### config.mk
export PLATFORM = sky130hd
export DESIGN_NAME = nibble_serial_addsub_flat
export DESIGN_NICKNAME = d
export VERILOG_FILES = /design/src/rtl/addsub_pkg.sv /design/src/rtl/nibble_serial_addsub_if.sv /design/src/rtl/nibble_serial_addsub_slice.sv /design/src/rtl/nibble_serial_addsub.sv /design/src/flat_wrapper.sv
export SDC_FILE = /design/constraint.sdc
export NUM_CORES = 1
export LEC_CHECK = 0
export ABC_AREA = 1
export CORE_ASPECT_RATIO = 2
export CORE_MARGIN = 1
export CORE_UTILIZATION = 59
export CTS_BUF_LIST = sky130_fd_sc_hd__clkbuf_4
export DETAILED_ROUTE_END_ITERATION = 12
export MAX_ROUTING_LAYER = met4
export PLACE_DENSITY = 0.88
export SLEW_MARGIN = 20
export SYNTH_ARGS = -nofsm -noshare
export SYNTH_HDL_FRONTEND = slang
export SYNTH_SLANG_ARGS = --single-unit
### constraint.sdc
create_clock -name i_clk -period 6.85 [get_ports i_clk]
set_clock_uncertainty 0.2 [all_clocks]
set_input_delay 2.055 -clock i_clk [delete_from_list [all_inputs] [get_ports i_clk]]
set_output_delay 2.055 -clock i_clk [all_outputs]
set_load 0.01 [all_outputs]
### src/rtl/addsub_pkg.sv
// Shared definitions for the addsub datapath: nibble width, FSM states and
// a constant-width helper for the nibble counter.
package addsub_pkg;

    localparam int unsigned NIBBLE_W = 4;

    typedef enum logic [1:0] {
        ST_IDLE,
        ST_RUN,
        ST_DONE
    } state_t;

    // Bits needed to count 0..n-1; never returns less than 1.
    function automatic int unsigned clog2(input int unsigned n);
        int unsigned r;
        int unsigned v;
        r = 0;
        v = n - 1;
        while (v > 0) begin
            r++;
            v = v >> 1;
        end
        return (r == 0) ? 1 : r;
    endfunction

endpackage

### src/rtl/nibble_serial_addsub_if.sv
// Operand request / result handshake bundle for nibble_serial_addsub.
interface nibble_serial_addsub_if #(
    parameter int unsigned WIDTH = 16
);
    logic             i_valid;
    logic             o_ready;
    logic             i_sub;
    logic [WIDTH-1:0] i_a;
    logic [WIDTH-1:0] i_b;
    logic             o_valid;
    logic             i_ready;
    logic [WIDTH-1:0] o_result;
    logic             o_cout;
    logic             o_overflow;

    modport master (
        output i_valid, i_sub, i_a, i_b, i_ready,
        input  o_ready, o_valid, o_result, o_cout, o_overflow
    );

    modport slave (
        input  i_valid, i_sub, i_a, i_b, i_ready,
        output o_ready, o_valid, o_result, o_cout, o_overflow
    );
endinterface

### src/rtl/nibble_serial_addsub_slice.sv
// 4-bit ripple-carry adder used as the per-cycle nibble slice.
module ripple_adder_4bit (
    input  logic [3:0] a,
    input  logic [3:0] b,
    input  logic       cin,
    output logic [3:0] sum,
    output logic       cout
);
    always_comb begin : chain
        logic [4:0] c;
        c    = '0;
        sum  = '0;
        c[0] = cin;
        for (int unsigned i = 0; i < 4; i++) begin
            sum[i]   = a[i] ^ b[i] ^ c[i];
            c[i+1]   = (a[i] & b[i]) | (c[i] & (a[i] ^ b[i]));
        end
        cout = c[4];
    end
endmodule

### src/rtl/nibble_serial_addsub.sv
// Multi-cycle WIDTH-bit add/subtract: one nibble per cycle through a 4-bit
// ripple slice, carry held between cycles, result presented on a held handshake.
module nibble_serial_addsub
    import addsub_pkg::*;
#(
    parameter int unsigned WIDTH = 16
) (
    input  logic                   i_clk,
    input  logic                   i_rst,
    nibble_serial_addsub_if.slave  bus
);
    localparam int unsigned N     = WIDTH / NIBBLE_W;
    localparam int unsigned CNT_W = clog2(N);

    state_t             state;
    logic [WIDTH-1:0]   a_sr;
    logic [WIDTH-1:0]   b_sr;
    logic [WIDTH-1:0]   res_sr;
    logic               carry_q;
    logic               a_msb;
    logic               b_msb;
    logic [CNT_W-1:0]   cnt;

    logic               ready_q;
    logic               valid_q;
    logic [WIDTH-1:0]   result_q;
    logic               cout_q;
    logic               ovf_q;

    logic [3:0]         slice_sum;
    logic               slice_cout;
    logic [WIDTH-1:0]   res_next;

    ripple_adder_4bit u_slice (
        .a    (a_sr[3:0]),
        .b    (b_sr[3:0]),
        .cin  (carry_q),
        .sum  (slice_sum),
        .cout (slice_cout)
    );

    // Sum nibbles enter from the top so nibble 0 lands at [3:0] after N shifts.
    assign res_next = {slice_sum, res_sr[WIDTH-1:NIBBLE_W]};

    always_ff @(posedge i_clk or posedge i_rst) begin
        if (i_rst) begin
            state    <= ST_IDLE;
            a_sr     <= '0;
            b_sr     <= '0;
            res_sr   <= '0;
            carry_q  <= 1'b0;
            a_msb    <= 1'b0;
            b_msb    <= 1'b0;
            cnt      <= '0;
            ready_q  <= 1'b1;
            valid_q  <= 1'b0;
            result_q <= '0;
            cout_q   <= 1'b0;
            ovf_q    <= 1'b0;
        end else begin
            case (state)
                ST_IDLE: begin
                    if (bus.i_valid) begin
                        a_sr    <= bus.i_a;
                        b_sr    <= bus.i_sub ? ~bus.i_b : bus.i_b;
                        carry_q <= bus.i_sub;
                        a_msb   <= bus.i_a[WIDTH-1];
                        b_msb   <= bus.i_sub ? ~bus.i_b[WIDTH-1] : bus.i_b[WIDTH-1];
                        res_sr  <= '0;
                        cnt     <= '0;
                        ready_q <= 1'b0;
                        state   <= ST_RUN;
                    end
                end
                ST_RUN: begin
                    res_sr  <= res_next;
                    a_sr    <= a_sr >> NIBBLE_W;
                    b_sr    <= b_sr >> NIBBLE_W;
                    carry_q <= slice_cout;
                    cnt     <= cnt + 1'b1;
                    // Outputs load from the final slice result so they appear with o_valid.
                    if (cnt == CNT_W'(N - 1)) begin
                        valid_q  <= 1'b1;
                        result_q <= res_next;
                        cout_q   <= slice_cout;
                        ovf_q    <= (a_msb == b_msb) && (slice_sum[3] != a_msb);
                        state    <= ST_DONE;
                    end
                end
                ST_DONE: begin
                    if (bus.i_ready) begin
                        valid_q  <= 1'b0;
                        result_q <= '0;
                        cout_q   <= 1'b0;
                        ovf_q    <= 1'b0;
                        ready_q  <= 1'b1;
                        state    <= ST_IDLE;
                    end
                end
                default: begin
                    state   <= ST_IDLE;
                    ready_q <= 1'b1;
                end
            endcase
        end
    end

    assign bus.o_ready    = ready_q;
    assign bus.o_valid    = valid_q;
    assign bus.o_result   = result_q;
    assign bus.o_cout     = cout_q;
    assign bus.o_overflow = ovf_q;

endmodule

### src/flat_wrapper.sv
// flat-port wrapper written by rule: the top's interface ports become plain ports
module nibble_serial_addsub_flat import addsub_pkg::*;
#(
    parameter int unsigned WIDTH = 16
)
  (i_clk, i_rst, bus_i_valid, bus_i_sub, bus_i_a, bus_i_b, bus_i_ready, bus_o_ready, bus_o_valid, bus_o_result, bus_o_cout, bus_o_overflow);
  nibble_serial_addsub_if #(.WIDTH(WIDTH)) bus_i ();
  input  logic i_clk;
  input  logic i_rst;
  input wire logic [$bits(bus_i.i_valid)-1:0] bus_i_valid;
  input wire logic [$bits(bus_i.i_sub)-1:0] bus_i_sub;
  input wire logic [$bits(bus_i.i_a)-1:0] bus_i_a;
  input wire logic [$bits(bus_i.i_b)-1:0] bus_i_b;
  input wire logic [$bits(bus_i.i_ready)-1:0] bus_i_ready;
  output wire logic [$bits(bus_i.o_ready)-1:0] bus_o_ready;
  output wire logic [$bits(bus_i.o_valid)-1:0] bus_o_valid;
  output wire logic [$bits(bus_i.o_result)-1:0] bus_o_result;
  output wire logic [$bits(bus_i.o_cout)-1:0] bus_o_cout;
  output wire logic [$bits(bus_i.o_overflow)-1:0] bus_o_overflow;
  assign bus_i.i_valid = bus_i_valid;
  assign bus_i.i_sub = bus_i_sub;
  assign bus_i.i_a = bus_i_a;
  assign bus_i.i_b = bus_i_b;
  assign bus_i.i_ready = bus_i_ready;
  assign bus_o_ready = bus_i.o_ready;
  assign bus_o_valid = bus_i.o_valid;
  assign bus_o_result = bus_i.o_result;
  assign bus_o_cout = bus_i.o_cout;
  assign bus_o_overflow = bus_i.o_overflow;
  nibble_serial_addsub #(.WIDTH(WIDTH)) u_core (.i_clk(i_clk), .i_rst(i_rst), .bus(bus_i));
endmodule
# Word-level counts from Yosys, hierarchy flattened
# Index checks and enable logic that the tools add are counted.
totals:
  regBits: 75
  input_bits: 37
  out_inout_bits: 20
op_classes:
  n_addsub: 1
  n_eq_ne: 8
  muxes: 29
  n_bitwise: 23
  reduce_logical: 9
op_table:
  columns: ["operator", "n"]
  rows:
  - ["$pmux 16 s2", 4]
  - ["$mux 16", 6]
  - ["$not 16->16", 1]
  - ["$reduce_and 3->1", 3]
  - ["$and 1x1->1", 8]
  - ["$mux 1", 8]
  - ["$mux 2", 4]
  - ["$pmux 1 s2", 4]
  - ["$xor 1x1->1", 8]
  - ["$pmux 2 s3", 1]
  - ["$eq 2x2->1 const B", 2]
  - ["$ne 2x2->1 const B", 2]
  - ["$or 1x1->1", 4]
  - ["$pmux 2 s2", 1]
  - ["$reduce_and 2->1", 2]
  - ["$reduce_bool 2->1", 2]
  - ["$pmux 1 s3", 1]
  - ["$add 2x1->2 const B", 1]
  - ["$eq 2x1->1 const B", 1]
  - ["$logic_not 2->1", 1]
  - ["$ne 2x1->1 const B", 1]
  - ["$not 1->1", 2]
  - ["$eq 1x1->1", 1]
  - ["$logic_and 1x1->1", 1]
  - ["$ne 1x1->1", 1]

# Logic depth before layout (Yosys ltp)
logic_depth:
  word_depth: 12
  mapped_depth: 12
  mapped_depth_nobuf: 12

# By module
# A second synthesis with hierarchy kept.
unflattened:
  hier_cells: 442
  area_unflattened_um2: 3568.4
by_module_without_submodules:
  columns: ["mod", "n_inst", "cells_each", "area_per_inst_um2", "seq_area_each_um2"]
  rows:
  - ["nibble_serial_addsub", 1, 428, 3450.8, 1778.0]
  - ["ripple_adder_4bit", 1, 14, 117.6, 0.0]

# Worst setup path after synthesis
# No wires, ideal clock.
synth_path:
  path_type: "input to register"
  startpoint: "input bus_i_sub"
  endpoint: "register u_core.b_sr[0]"
  setup_ns: 0.124
  arrival_time_ns: 2.667
  path_slack_ns: 3.859
  cell_stages: 5
  path_cell_list: "buf_2 > buf_4 > xor2_1 > nand2_1 > nand3_1"
synth_between:
  elab_chain_cells: 3
synth_lines:
  columns: ["item", "line_no", "rtl"]
  rows:
  - ["start, declared", "flat_wrapper.sv:11", "input wire logic [$bits(bus_i.i_sub)-1:0] bus_i_sub;"]
  - ["$mux 16", "nibble_serial_addsub.sv:65", "b_sr <= bus.i_sub ? ~bus.i_b : bus.i_b;"]
  - ["$mux 16", "nibble_serial_addsub.sv:63", "if (bus.i_valid) begin"]
  - ["$pmux 16 s2", "nibble_serial_addsub.sv:61", "case (state)"]
  - ["end signal, assigned", "nibble_serial_addsub.sv:65", null]
  - ["end signal, assigned", "nibble_serial_addsub.sv:78", "b_sr <= b_sr >> NIBBLE_W;"]
  - ["end, declared", "nibble_serial_addsub.sv:17", "logic [WIDTH-1:0] b_sr;"]
# No other way between the ends. The select of a mux whose other input is x is not followed.
# A chain may end at the register's enable or synchronous reset.

# Final worst setup path
layout_path:
  startpoint: "register u_core.ready_q (netlist: u_core.bus.o_ready)"
  endpoint: "output bus_o_ready"
layout_rtl:
  columns: ["item", "line_no", "rtl"]
  rows:
  - ["start, declared", "nibble_serial_addsub.sv:24", "logic ready_q;"]
  - ["start signal, assigned", "nibble_serial_addsub.sv:55", "ready_q <= 1'b1;"]
  - ["start signal, assigned", "nibble_serial_addsub.sv:71", "ready_q <= 1'b0;"]
  - ["start signal, assigned", "nibble_serial_addsub.sv:96", "ready_q <= 1'b1;"]
  - ["end, declared", "flat_wrapper.sv:15", "output wire logic [$bits(bus_i.o_ready)-1:0] bus_o_ready;"]
# No word-level cell between the ends.

==> out/summary.txt <==
Hpwl dp = 4594 um
Detail-routed via count per cell = 5.349
Unrepaired setup endpoints after global routing = false
Slew HR = 37.66%
Vias in the first global route = 2522
First-pass GRT wire length = 11260 um
Utilization after layout = 74.78%
Hold WC Path Type = reg2reg
P_leak = 1.932 nW
Max Fanout on Critical Path = 2
Max cap viols = 0
GRT Total Usage = 28.13%
Worst-path clk slew = 0.10 ns
R2R setup slack = 4.07 ns
Top-area cell type share of the netlist area = 54.31%
CP max-delay cell = dfstp_2
Top post-synthesis cells by area = dfrtp_1 (54%), nand2_1 (16%), nand3_1 (6.7%)
Final min period = 3.757 ns
Critical Path RT = 4.60 ns
Setup-failing EPs final = 0
Grt total ovfl = 0
# Post-CTS Setup Buffers = 0
Clock Tree Buf Depth = 2
CTS Buf Count = 9
Synthesized Nets = 415
Rows = 37
Post-route cell area = 3877 um^2
Sequential share of the synthesized area = 55.12%
Max frequency = 0.2662 GHz
RD Place Congestion = 0.8743
Outcome = finished clean
Number of synthesized flops with an enable pin = 0
Die area = 5785 um^2
Cells after Synth = 373
Fraction of layout cells with a size suffix above 1 = 5.634%
Synthesized area = 3226 um^2
Die width = 54.29 um
Final ANT Viol Nets = 0
DR DRC count = 0
CTS root buffer = clkbuf_4
Crit Reg-Reg Startpoint = u_core.carry_q$_DFFE_PP0P_
Port-buffer cells = 56
Crit Path Category = reg2out
DP Area = 3782 um^2
Max-slew violations = 0
Crit path max-delay family = flip-flops
Pre-CTS WS = 2.706 ns
WL per Instance = 13.57 um
VDD IR-drop max = 0.3041 mV
Pin count of the biggest net entering global routing = 72
Syn-to-layout area delta = 20.21%
Hold endpoint = u_core.bus.o_ready$_DFFE_PP1P_
Initial core utilization = 62.21%
R2R cell count = 11
Final hold viol count = 0
I/O pin cnt = 57
Cell depth of the worst hold path = 2
Initial antenna violation count = 0
Detailed-route via count = 2589
CP cell instances = clkdlybuf4s50_1
Cell variety after synth = 22
Hold buffers post-CTS = 0
Commonest cells post-synth = nand2_1 (135), dfrtp_1 (70), nand3_1 (43), inv_1 (35), o21ai_0 (24)
Yosys reg bits = 71
Clock sink count = 71
Final setup margin = 3.093 ns
Ant diodes = 0
Clk_lat worst skew = 0.42 ns
Worst slew pin tran = 0.9341 ns
CP startpoint kind = flop
Yosys warns = 0
Async SR Flop Fraction = 100.0%
Finished Layout Cells = 484
Crit share post-route = 54.85%
Critical Path Max Stage Delay = 0.55 ns
CTS resizes = 0
Post-synth top area cell = dfrtp_1
Arr. time, crit path = 1.50 ns
R2r endpoint = u_core.bus.o_overflow$_DFFE_PP0P_
CORE AREA = 5185 um^2
Fin nets = 465
Worst Path Buf+Inv = 1
Min-Delay Startpoint = u_core.bus.o_ready$_DFFE_PP1P_
CTS tree = yes
Pwr dens = 418.8 nW/um^2
Top_reg_cell synth = dfrtp_1
Pre-Repair DR Iteration Count = 4
Routed wire length = 6568 um
CTS HTree Levels = 3
Crit. End Element = output pin
Post-Place Cells = 470
Total negative slack = 0 ns
Die H = 106.6 um
Syn_area_per_cell = 8.648 um^2
Iteration-0 DRC Markers = 74
Most common cell in the synthesized netlist = nand2_1
[worst register-to-register path, stage by stage, from the launching register on]
cell and delay (ns):
dfrtp_1 0.36, inv_1 0.06, fa_1 0.40, inv_1 0.08, fa_1 0.19, inv_1 0.08
fa_1 0.45, inv_1 0.10, fa_1 0.45, o21ai_0 0.20, nand3_1 0.09, nand2_1 0.08
[placed cells by master, fill, tap and decap left out, drive strengths merged]
cell type / n
nand2: 136
dfrtp: 70
clkdlybuf4s50: 56
nand3: 45
inv: 38
o21ai: 25
xor2: 13
o22ai: 11
clkbuf: 11
fa: 4
nor2: 4
xnor2: 3
clkinv: 3
a21oi: 2
buf: 2
o211ai: 1
ha: 1
dfstp: 1
[worst max path at each step]
stage | end | depth (start not counted) | startpoint
detailed placement | u_core.bus.o_cout$_DFFE_PP0P_ | 5 | bus_i_ready
global route | u_core.bus.o_result[4]$_DFFE_PP0P_ | 5 | bus_i_ready
finish | bus_o_ready | 1 | u_core.bus.o_ready$_DFFE_PP1P_
CTS | bus_o_ready | 1 | u_core.bus.o_ready$_DFFE_PP1P_
global placement | u_core.bus.o_result[7]$_DFFE_PP0P_ | 5 | bus_i_ready
floorplan | u_core.a_msb$_DFFE_PP0P_ | 1 | i_rst
[cells by family after synthesis]
kind of cell	Yosys count	share of synthesized area (%)
fa+ha+maj	5	2.870
xor+xnor	16	4.345
flops	71	55.12
compound gates	39	6.556
buf+inv	57	7.370
simple gates	185	23.74
[layout make-up]
cell class | count | area (um^2)
fillers | 392 | 1308
clock buffers | 11 | 82.58
inverters | 38 | 142.6
repair buffers | 58 | 575.6
multi-input cells | 245 | 1214
clock inverters | 3 | 12.51
well taps | 58 | 72.57
flip-flops and latches | 71 | 1778
[flip-flops by register name (all words and copies together), names as in the netlist]
register / cells
u_core.res_sr: 12
u_core.bus.o_valid: 1
u_core.bus.o_overflow: 1
u_core.carry_q: 1
u_core.state: 2
u_core.bus.o_result: 16
u_core.a_sr: 16
u_core.bus.o_cout: 1
u_core.cnt: 2
u_core.b_sr: 16
u_core.a_msb: 1
u_core.bus.o_ready: 1
u_core.b_msb: 1
[through the flow]
step / hold slack, ns / power, mW
floorplan: 0.2459 / 1.175
global placement: 0.2541 / 1.387
detailed placement: 0.2644 / 1.420
CTS: 0.2799 / 1.632
global route: 0.2927 / 1.766
finish: 0.2782 / 1.624
[report_power, final]
part | internal [mW] | total (mW) | switching, mW
clock network | 0.0761 | 0.210 | 0.134
logic | 0.294 | 0.722 | 0.428
registers | 0.597 | 0.692 | 0.0949
total | 0.967 | 1.62 | 0.657
[routing by layer]
layer	global-route usage (%)	up-vias	wire, um
met1	30.87	1221	2555
met2	45.03	74	3541
li1	-	1277	-
met5	-	-	0
met4	12.45	0	215
met3	8.584	17	256
Note: power is estimated with default switching activity, not from simulation.
